**config.mk**
```make
export PLATFORM = sky130hd
export DESIGN_NAME = phy_10g_link_test_ctrl_flat
export DESIGN_NICKNAME = d
export VERILOG_FILES = /design/src/rtl/phy_10g_link_test_ctrl_if.sv /design/src/rtl/phy_10g_link_test_ctrl.sv /design/src/flat_wrapper.sv
export SDC_FILE = /design/constraint.sdc
export NUM_CORES = 1
export LEC_CHECK = 0
export ABC_AREA = 1
export CORE_MARGIN = 5
export CORE_UTILIZATION = 35
export DETAILED_ROUTE_END_ITERATION = 7
export DONT_BUFFER_PORTS = 1
export SLEW_MARGIN = 20
export SYNTH_ARGS = -nofsm -noshare
export SYNTH_HDL_FRONTEND = slang
export SYNTH_SLANG_ARGS = --single-unit
```
**constraint.sdc**
```tcl
create_clock -name clk -period 6.3 [get_ports clk]
set_clock_uncertainty 0.2 [all_clocks]
set_input_delay 1.89 -clock clk [delete_from_list [all_inputs] [get_ports clk]]
set_output_delay 1.89 -clock clk [all_outputs]
set_load 0.01 [all_outputs]
```
**src/rtl/phy_10g_link_test_ctrl_if.sv**
```systemverilog
// Signal bundle between the 10G PHY link-test sequencer and its surroundings:
// run control and result reporting, plus the PHY resets, XGMII TX lanes,
// PRBS configuration and receive-status inputs.
interface phy_10g_link_test_ctrl_if #(
   parameter int DATA_WIDTH = 64,
   parameter int CTRL_WIDTH = 8,
   parameter int ERR_W      = 16
);
   logic                  start;
   logic                  abort;
   logic                  phy_tx_rst;
   logic                  phy_rx_rst;
   logic [DATA_WIDTH-1:0] xgmii_txd;
   logic [CTRL_WIDTH-1:0] xgmii_txc;
   logic                  cfg_tx_prbs31_enable;
   logic                  cfg_rx_prbs31_enable;
   logic                  rx_block_lock;
   logic                  rx_status;
   logic                  rx_high_ber;
   logic [6:0]            rx_error_count;
   logic                  busy;
   logic                  done;
   logic                  pass;
   logic [2:0]            fail_code;
   logic [ERR_W-1:0]      err_total;

   // Sequencer side
   modport master (
      input  start, abort, rx_block_lock, rx_status, rx_high_ber, rx_error_count,
      output phy_tx_rst, phy_rx_rst, xgmii_txd, xgmii_txc,
             cfg_tx_prbs31_enable, cfg_rx_prbs31_enable,
             busy, done, pass, fail_code, err_total
   );

   // PHY / host side
   modport slave (
      output start, abort, rx_block_lock, rx_status, rx_high_ber, rx_error_count,
      input  phy_tx_rst, phy_rx_rst, xgmii_txd, xgmii_txc,
             cfg_tx_prbs31_enable, cfg_rx_prbs31_enable,
             busy, done, pass, fail_code, err_total
   );
endinterface

```
**src/rtl/phy_10g_link_test_ctrl.sv**
```systemverilog
// Link bring-up and PRBS31 qualification sequencer for a 10G PHY in loopback.
// Resets the PHY, waits for block lock then rx_status, lets the PRBS checker
// settle, then counts PRBS errors for a fixed window and reports pass/fail.
module phy_10g_link_test_ctrl #(
   parameter int DATA_WIDTH    = 64,
   parameter int CTRL_WIDTH    = 8,
   parameter int RESET_CYCLES  = 16,
   parameter int LOCK_TIMEOUT  = 4096,
   parameter int SETTLE_CYCLES = 64,
   parameter int TEST_CYCLES   = 1024,
   parameter int ERR_W         = 16,
   parameter int ERR_THRESHOLD = 0
) (
   input logic                      clk,
   input logic                      rst_n,
   phy_10g_link_test_ctrl_if.master bus
);
   localparam int CNT_W = $clog2(RESET_CYCLES + LOCK_TIMEOUT + SETTLE_CYCLES + TEST_CYCLES + 1);
   localparam logic [CNT_W-1:0] CNT_ONE     = CNT_W'(1);
   localparam logic [CNT_W-1:0] RESET_LAST  = CNT_W'(RESET_CYCLES - 1);
   localparam logic [CNT_W-1:0] LOCK_LAST   = CNT_W'(LOCK_TIMEOUT - 1);
   localparam logic [CNT_W-1:0] SETTLE_LAST = CNT_W'(SETTLE_CYCLES - 1);
   localparam logic [CNT_W-1:0] TEST_LAST   = CNT_W'(TEST_CYCLES - 1);
   localparam logic [ERR_W-1:0] ERR_LIMIT   = ERR_W'(ERR_THRESHOLD);
   localparam logic [DATA_WIDTH-1:0] IDLE_TXD = {CTRL_WIDTH{8'h07}};
   localparam logic [CTRL_WIDTH-1:0] IDLE_TXC = {CTRL_WIDTH{1'b1}};

   localparam logic [2:0] FC_NONE      = 3'd0;
   localparam logic [2:0] FC_LOCK_TO   = 3'd1;
   localparam logic [2:0] FC_STATUS_TO = 3'd2;
   localparam logic [2:0] FC_LOCK_LOST = 3'd3;
   localparam logic [2:0] FC_HIGH_BER  = 3'd4;
   localparam logic [2:0] FC_ERR_THR   = 3'd5;
   localparam logic [2:0] FC_ABORT     = 3'd6;

   typedef enum logic [2:0] {
      ST_IDLE        = 3'd0,
      ST_RESET       = 3'd1,
      ST_WAIT_LOCK   = 3'd2,
      ST_WAIT_STATUS = 3'd3,
      ST_SETTLE      = 3'd4,
      ST_TEST        = 3'd5,
      ST_DONE        = 3'd6,
      ST_FAIL        = 3'd7
   } state_t;

   // Error accumulation sticks at all-ones instead of wrapping.
   function automatic logic [ERR_W-1:0] sat_add(input logic [ERR_W-1:0] acc,
                                                 input logic [6:0]       inc);
      logic [ERR_W:0] wide;
      wide = {1'b0, acc} + (ERR_W+1)'(inc);
      if (wide[ERR_W]) begin
         sat_add = {ERR_W{1'b1}};
      end else begin
         sat_add = wide[ERR_W-1:0];
      end
   endfunction

   state_t           r_state;
   logic [CNT_W-1:0] r_cnt;
   logic             r_phy_rst;
   logic [DATA_WIDTH-1:0] r_txd;
   logic [CTRL_WIDTH-1:0] r_txc;
   logic             r_prbs;
   logic             r_busy;
   logic             r_done;
   logic             r_pass;
   logic [2:0]       r_fail_code;
   logic [ERR_W-1:0] r_err_total;

   logic             w_fail;
   logic [2:0]       w_fail_code;
   logic [ERR_W-1:0] w_sum;

   assign w_sum = sat_add(r_err_total, bus.rx_error_count);

   // Decide whether this cycle ends the run in failure; abort outranks everything,
   // lock loss outranks high BER.
   always_comb begin
      w_fail      = 1'b0;
      w_fail_code = FC_NONE;
      case (r_state)
         ST_RESET: begin
            if (bus.abort) begin
               w_fail      = 1'b1;
               w_fail_code = FC_ABORT;
            end else begin
               w_fail      = 1'b0;
            end
         end
         ST_WAIT_LOCK: begin
            if (bus.abort) begin
               w_fail      = 1'b1;
               w_fail_code = FC_ABORT;
            end else if (!bus.rx_block_lock && (r_cnt == LOCK_LAST)) begin
               w_fail      = 1'b1;
               w_fail_code = FC_LOCK_TO;
            end else begin
               w_fail      = 1'b0;
            end
         end
         ST_WAIT_STATUS: begin
            if (bus.abort) begin
               w_fail      = 1'b1;
               w_fail_code = FC_ABORT;
            end else if (!bus.rx_status && (r_cnt == LOCK_LAST)) begin
               w_fail      = 1'b1;
               w_fail_code = FC_STATUS_TO;
            end else begin
               w_fail      = 1'b0;
            end
         end
         ST_SETTLE, ST_TEST: begin
            if (bus.abort) begin
               w_fail      = 1'b1;
               w_fail_code = FC_ABORT;
            end else if (!bus.rx_block_lock) begin
               w_fail      = 1'b1;
               w_fail_code = FC_LOCK_LOST;
            end else if (bus.rx_high_ber) begin
               w_fail      = 1'b1;
               w_fail_code = FC_HIGH_BER;
            end else begin
               w_fail      = 1'b0;
            end
         end
         default: begin
            w_fail      = 1'b0;
            w_fail_code = FC_NONE;
         end
      endcase
   end

   // Sequencer state, phase counter and all registered outputs.
   always_ff @(posedge clk or negedge rst_n) begin
      if (!rst_n) begin
         r_state     <= ST_IDLE;
         r_cnt       <= '0;
         r_phy_rst   <= 1'b1;
         r_txd       <= IDLE_TXD;
         r_txc       <= IDLE_TXC;
         r_prbs      <= 1'b0;
         r_busy      <= 1'b0;
         r_done      <= 1'b0;
         r_pass      <= 1'b0;
         r_fail_code <= FC_NONE;
         r_err_total <= '0;
      end else begin
         r_done <= 1'b0;
         r_txd  <= IDLE_TXD;
         r_txc  <= IDLE_TXC;
         if (w_fail) begin
            r_state     <= ST_FAIL;
            r_cnt       <= '0;
            r_fail_code <= w_fail_code;
            r_pass      <= 1'b0;
            r_done      <= 1'b1;
            r_busy      <= 1'b0;
            r_prbs      <= 1'b0;
         end else begin
            case (r_state)
               ST_IDLE: begin
                  r_phy_rst <= 1'b1;
                  r_cnt     <= '0;
                  if (bus.start) begin
                     r_state     <= ST_RESET;
                     r_busy      <= 1'b1;
                     r_pass      <= 1'b0;
                     r_fail_code <= FC_NONE;
                     r_err_total <= '0;
                  end else begin
                     r_state     <= ST_IDLE;
                  end
               end
               ST_RESET: begin
                  if (r_cnt == RESET_LAST) begin
                     r_state   <= ST_WAIT_LOCK;
                     r_phy_rst <= 1'b0;
                     r_cnt     <= '0;
                  end else begin
                     r_cnt     <= r_cnt + CNT_ONE;
                  end
               end
               ST_WAIT_LOCK: begin
                  if (bus.rx_block_lock) begin
                     r_state <= ST_WAIT_STATUS;
                     r_cnt   <= '0;
                  end else begin
                     r_cnt   <= r_cnt + CNT_ONE;
                  end
               end
               ST_WAIT_STATUS: begin
                  if (bus.rx_status) begin
                     r_state <= ST_SETTLE;
                     r_prbs  <= 1'b1;
                     r_cnt   <= '0;
                  end else begin
                     r_cnt   <= r_cnt + CNT_ONE;
                  end
               end
               ST_SETTLE: begin
                  if (r_cnt == SETTLE_LAST) begin
                     r_state <= ST_TEST;
                     r_cnt   <= '0;
                  end else begin
                     r_cnt   <= r_cnt + CNT_ONE;
                  end
               end
               ST_TEST: begin
                  // The last sample is folded in before the threshold compare.
                  r_err_total <= w_sum;
                  if (r_cnt == TEST_LAST) begin
                     r_state     <= ST_DONE;
                     r_cnt       <= '0;
                     r_done      <= 1'b1;
                     r_busy      <= 1'b0;
                     r_prbs      <= 1'b0;
                     r_pass      <= (w_sum <= ERR_LIMIT);
                     r_fail_code <= (w_sum <= ERR_LIMIT) ? FC_NONE : FC_ERR_THR;
                  end else begin
                     r_cnt       <= r_cnt + CNT_ONE;
                  end
               end
               ST_DONE, ST_FAIL: begin
                  r_state   <= ST_IDLE;
                  r_phy_rst <= 1'b1;
               end
               default: begin
                  r_state   <= ST_IDLE;
                  r_phy_rst <= 1'b1;
                  r_busy    <= 1'b0;
                  r_prbs    <= 1'b0;
               end
            endcase
         end
      end
   end

   assign bus.phy_tx_rst           = r_phy_rst;
   assign bus.phy_rx_rst           = r_phy_rst;
   assign bus.xgmii_txd            = r_txd;
   assign bus.xgmii_txc            = r_txc;
   assign bus.cfg_tx_prbs31_enable = r_prbs;
   assign bus.cfg_rx_prbs31_enable = r_prbs;
   assign bus.busy                 = r_busy;
   assign bus.done                 = r_done;
   assign bus.pass                 = r_pass;
   assign bus.fail_code            = r_fail_code;
   assign bus.err_total            = r_err_total;
endmodule

```
**src/flat_wrapper.sv**
```systemverilog
// flat-port wrapper written by rule: the top's interface ports become plain ports
module phy_10g_link_test_ctrl_flat 
#(
   parameter int DATA_WIDTH    = 64,
   parameter int CTRL_WIDTH    = 8,
   parameter int RESET_CYCLES  = 16,
   parameter int LOCK_TIMEOUT  = 4096,
   parameter int SETTLE_CYCLES = 64,
   parameter int TEST_CYCLES   = 1024,
   parameter int ERR_W         = 16,
   parameter int ERR_THRESHOLD = 0
)
  (clk, rst_n, bus_start, bus_abort, bus_rx_block_lock, bus_rx_status, bus_rx_high_ber, bus_rx_error_count, bus_phy_tx_rst, bus_phy_rx_rst, bus_xgmii_txd, bus_xgmii_txc, bus_cfg_tx_prbs31_enable, bus_cfg_rx_prbs31_enable, bus_busy, bus_done, bus_pass, bus_fail_code, bus_err_total);
  phy_10g_link_test_ctrl_if #(.DATA_WIDTH(DATA_WIDTH), .CTRL_WIDTH(CTRL_WIDTH), .ERR_W(ERR_W)) bus_i ();
  input logic clk;
  input logic rst_n;
  input wire logic [$bits(bus_i.start)-1:0] bus_start;
  input wire logic [$bits(bus_i.abort)-1:0] bus_abort;
  input wire logic [$bits(bus_i.rx_block_lock)-1:0] bus_rx_block_lock;
  input wire logic [$bits(bus_i.rx_status)-1:0] bus_rx_status;
  input wire logic [$bits(bus_i.rx_high_ber)-1:0] bus_rx_high_ber;
  input wire logic [$bits(bus_i.rx_error_count)-1:0] bus_rx_error_count;
  output wire logic [$bits(bus_i.phy_tx_rst)-1:0] bus_phy_tx_rst;
  output wire logic [$bits(bus_i.phy_rx_rst)-1:0] bus_phy_rx_rst;
  output wire logic [$bits(bus_i.xgmii_txd)-1:0] bus_xgmii_txd;
  output wire logic [$bits(bus_i.xgmii_txc)-1:0] bus_xgmii_txc;
  output wire logic [$bits(bus_i.cfg_tx_prbs31_enable)-1:0] bus_cfg_tx_prbs31_enable;
  output wire logic [$bits(bus_i.cfg_rx_prbs31_enable)-1:0] bus_cfg_rx_prbs31_enable;
  output wire logic [$bits(bus_i.busy)-1:0] bus_busy;
  output wire logic [$bits(bus_i.done)-1:0] bus_done;
  output wire logic [$bits(bus_i.pass)-1:0] bus_pass;
  output wire logic [$bits(bus_i.fail_code)-1:0] bus_fail_code;
  output wire logic [$bits(bus_i.err_total)-1:0] bus_err_total;
  assign bus_i.start = bus_start;
  assign bus_i.abort = bus_abort;
  assign bus_i.rx_block_lock = bus_rx_block_lock;
  assign bus_i.rx_status = bus_rx_status;
  assign bus_i.rx_high_ber = bus_rx_high_ber;
  assign bus_i.rx_error_count = bus_rx_error_count;
  assign bus_phy_tx_rst = bus_i.phy_tx_rst;
  assign bus_phy_rx_rst = bus_i.phy_rx_rst;
  assign bus_xgmii_txd = bus_i.xgmii_txd;
  assign bus_xgmii_txc = bus_i.xgmii_txc;
  assign bus_cfg_tx_prbs31_enable = bus_i.cfg_tx_prbs31_enable;
  assign bus_cfg_rx_prbs31_enable = bus_i.cfg_rx_prbs31_enable;
  assign bus_busy = bus_i.busy;
  assign bus_done = bus_i.done;
  assign bus_pass = bus_i.pass;
  assign bus_fail_code = bus_i.fail_code;
  assign bus_err_total = bus_i.err_total;
  phy_10g_link_test_ctrl #(.DATA_WIDTH(DATA_WIDTH), .CTRL_WIDTH(CTRL_WIDTH), .RESET_CYCLES(RESET_CYCLES), .LOCK_TIMEOUT(LOCK_TIMEOUT), .SETTLE_CYCLES(SETTLE_CYCLES), .TEST_CYCLES(TEST_CYCLES), .ERR_W(ERR_W), .ERR_THRESHOLD(ERR_THRESHOLD)) u_core (.clk(clk), .rst_n(rst_n), .bus(bus_i));
endmodule
```
==> run metrics <==
number of hold violations in the final report 0; final instance area 3380 µm²; vias per cell 4.72; Clock Root Buffer clkbuf_8; vias in the first global route 2845; # rows 36; most frequent cell after synthesis nand2_1; share of layout cells above drive strength 1 4.92%; Post-synth EDFFs 0; Nets 533; fin crit period 4070 ps; Filler Cell Count 1094; P per Cell Area between 300 and 400 nW/µm²; Main synth FF type dfrtp_1; Mapped Area 3480 µm²; number of max-cap violations 0; Arrival @ worst endpoint ~4000 ps; FFs w/ async S/R, synth 100%; Setup Buffers After CTS 0; # hold bufs at CTS 0; status finished clean; Post-DP HPWL 6680 µm; kind of critical path in -> reg; crit-path cells ha_1 > fa_1 > nand2_1 > nand2_1 > nand3_1 > nand2_1 > nand2_1 > o21ai_0 > nor2_1 > nand3_1 > nor2_1 > nand2_1 > nand2_2 > a21oi_1; Setup TNS Final 0 ps; placed cell area 3300 µm²; CTS max path bufs 2; Chip Width 110 µm; CTS tree built; clock slew at reported path FFs 80 ps; slowest CP cell fa_1; htree depth 2; largest area contributor in the netlist dfrtp_1; Reg area 1000 µm²; Reg2Reg Depth 14; unrepaired setup endpoints after global routing no; Routed Wire Length 8380 µm; grt total ovfl 0; Hold Crit Class reg -> reg; Hold Path Cell Cnt 2; DRT iter0 DRCs 133; Seq/Total Area, Yosys 28.8%; Max-slew headroom 42.1%; initial antenna violation count 0; die area 12000 µm²; Total GRT Usage approximately 14%; Mean Syn Cell Area 6.80 µm²; IO buf count 0; CTS Buf Count 5; GP Congestion 0.953; Ys Warns 0; crit path max fanout 12; router iterations before antenna repair 4; top cell type's share of synthesized area 28.0%; Cells after Synth slightly above 500; synth cell count leaders 126 x nand2_1, 77 x buf_4, 59 x inv_1; Clock Latency Late Sink 290 ps; element type at the critical path end flop; synthesis-to-layout area growth -2.80%; CP dominant cell by count nand2_1; max incr delay on CP ~430 ps; Sink Count 40; boundary pin count 112; pin count of the biggest net entering global routing 41; CP Launch Type input port; final setup fails 0; Core Box Area 9730 µm²; Max Freq 0.246 GHz; Critical Path RT 6280 ps; Initial Util a little over a third; post-synthesis register bit count 40; footprint of the multi-input gates about 1900 µm²; wire per inst 13.1 µm; Resized cells post-CTS 0; Yosys cell types 32; Slew @ Worst Pin between 800 and 900 ps; # diodes 0; maximum vdd drop 0.000237 V; Leak 1.78 nW; crit share post-route 64.6%; DRC viols 0; Synth area leaders dfrtp_1 28%, buf_4 17%, nand2_1 14%; routed vias 3025; Die Y 110 µm; Final Max Slew Viols 0; antenna viol nets, final 0; global-route wire length before repair 13200 µm
-- worst paths after layout --
kind	from	end	slack (ps)
max in group asynchronous	rst_n	u_core.bus.phy_rx_rst$_DFFE_PN1P_	4620
min reg2reg	u_core.r_cnt[1]$_DFFE_PN0P_	u_core.r_cnt[1]$_DFFE_PN0P_	340
min	u_core.r_cnt[1]$_DFFE_PN0P_	u_core.r_cnt[1]$_DFFE_PN0P_	340
min in group asynchronous	rst_n	u_core.bus.err_total[12]$_DFFE_PN0P_	1080
max	bus_rx_error_count[0]	u_core.bus.fail_code[0]$_DFFE_PN0P_	2230
max reg2reg	u_core.bus.err_total[0]$_DFFE_PN0P_	u_core.bus.fail_code[0]$_DFFE_PN0P_	3330
-- state kept, by name (all words and copies together) (netlist names) --
signal,count
u_core.bus.cfg_rx_prbs31_enable,1
u_core.bus.busy,1
u_core.bus.done,1
u_core.bus.fail_code,3
u_core.r_state,3
u_core.bus.pass,1
u_core.bus.phy_rx_rst,1
u_core.r_cnt,13
u_core.bus.err_total,16
-- per-layer routing --
metal  GRT usage, %  up-vias  share of wire, %
met3           3.52       18               8.9
li1               -     1483                 -
met1           17.4     1413                42
met4           3.83        0               1.2
met2           23.4      111                47
met5              0        -                 0
-- report_power, final --
group / switching [mW] / internal (mW) / leakage [nW]
Clock: 0.0915 / 0.0751 / 0.0400
Combinational: 0.481 / 0.218 / 1.21
Sequential: 0.128 / 0.332 / 0.525
-- cell families after synthesis --
| family | count (synthesis) | share of synthesized area, % |
|---|---|---|
| compound gates | 65 | 10.0 |
| xor+xnor | 11 | 2.77 |
| fa+ha+maj | 11 | 4.17 |
| buf+inv | 141 | 23.9 |
| flops | 40 | 28.8 |
| other cells | 2 | 0.216 |
| simple gates | 242 | 30.1 |
-- through the flow --
step / hold WS, ps / util, % / setup slack [ps] / total power, mW / instances
floorplan: 279 / - / 2430 / 1.04 / 582
global placement: 295 / 33.9 / 2080 / 1.15 / 634
detailed placement: 323 / 33.9 / 1970 / 1.16 / 634
CTS: 338 / 34.8 / 2280 / 1.33 / 641
global route: 374 / 34.8 / 1880 / 1.46 / 641
finish: 338 / 34.8 / 2230 / 1.32 / 641
-- critical path: cells and delay by family --
kind	cells	cell delay, ps
AO/OA/AOI/OAI	2	280
adder cells (fa/ha/maj)	2	640
AND/OR/NAND/NOR	10	1220
-- cell usage in the layout (no fill, tap or decap) --
| cell type | Yosys | routed |
|---|---|---|
| xor2_1 | 11 | 11 |
| fa_1 | 1 | 1 |
| o21ai_1 | 7 | 7 |
| a21oi_2 | 1 | 1 |
| clkinv_2 | 0 | 1 |
| nor4_1 | 1 | 1 |
| nand4_1 | 3 | 3 |
| nor3_2 | 2 | 2 |
| nand2_2 | 5 | 5 |
| nand2_1 | 126 | 126 |
| o22ai_1 | 11 | 11 |
| dfrtp_1 | 39 | 39 |
| nand3_1 | 39 | 39 |
| nand3_2 | 3 | 3 |
| inv_1 | 59 | 59 |
| nand3b_1 | 2 | 2 |
| nor2_2 | 4 | 4 |
| a21oi_1 | 19 | 19 |
| o21ai_0 | 25 | 25 |
| clkinvlp_4 | 0 | 1 |
| and3_1 | 1 | 1 |
| o31ai_1 | 1 | 1 |
| conb_1 | 2 | 72 |
| or2_2 | 1 | 1 |
| nor2_1 | 46 | 46 |
| inv_2 | 1 | 1 |
| ha_1 | 10 | 10 |
| dfstp_2 | 1 | 1 |
| nor3_1 | 8 | 8 |
| o221ai_1 | 1 | 1 |
| and2_1 | 1 | 1 |
| clkbuf_8 | 0 | 5 |
-- area by class of cell --
class / count / area share [%]
Clock buffer: 5 / 2.03
Clock inverter: 2 / 0.370
Inverter: 60 / 6.66
Multi-Input combinational cell: 401 / 56.4
Sequential cell: 40 / 29.6
Tap cell: 133 / 4.92
Power figures use the tool's default switching activity.
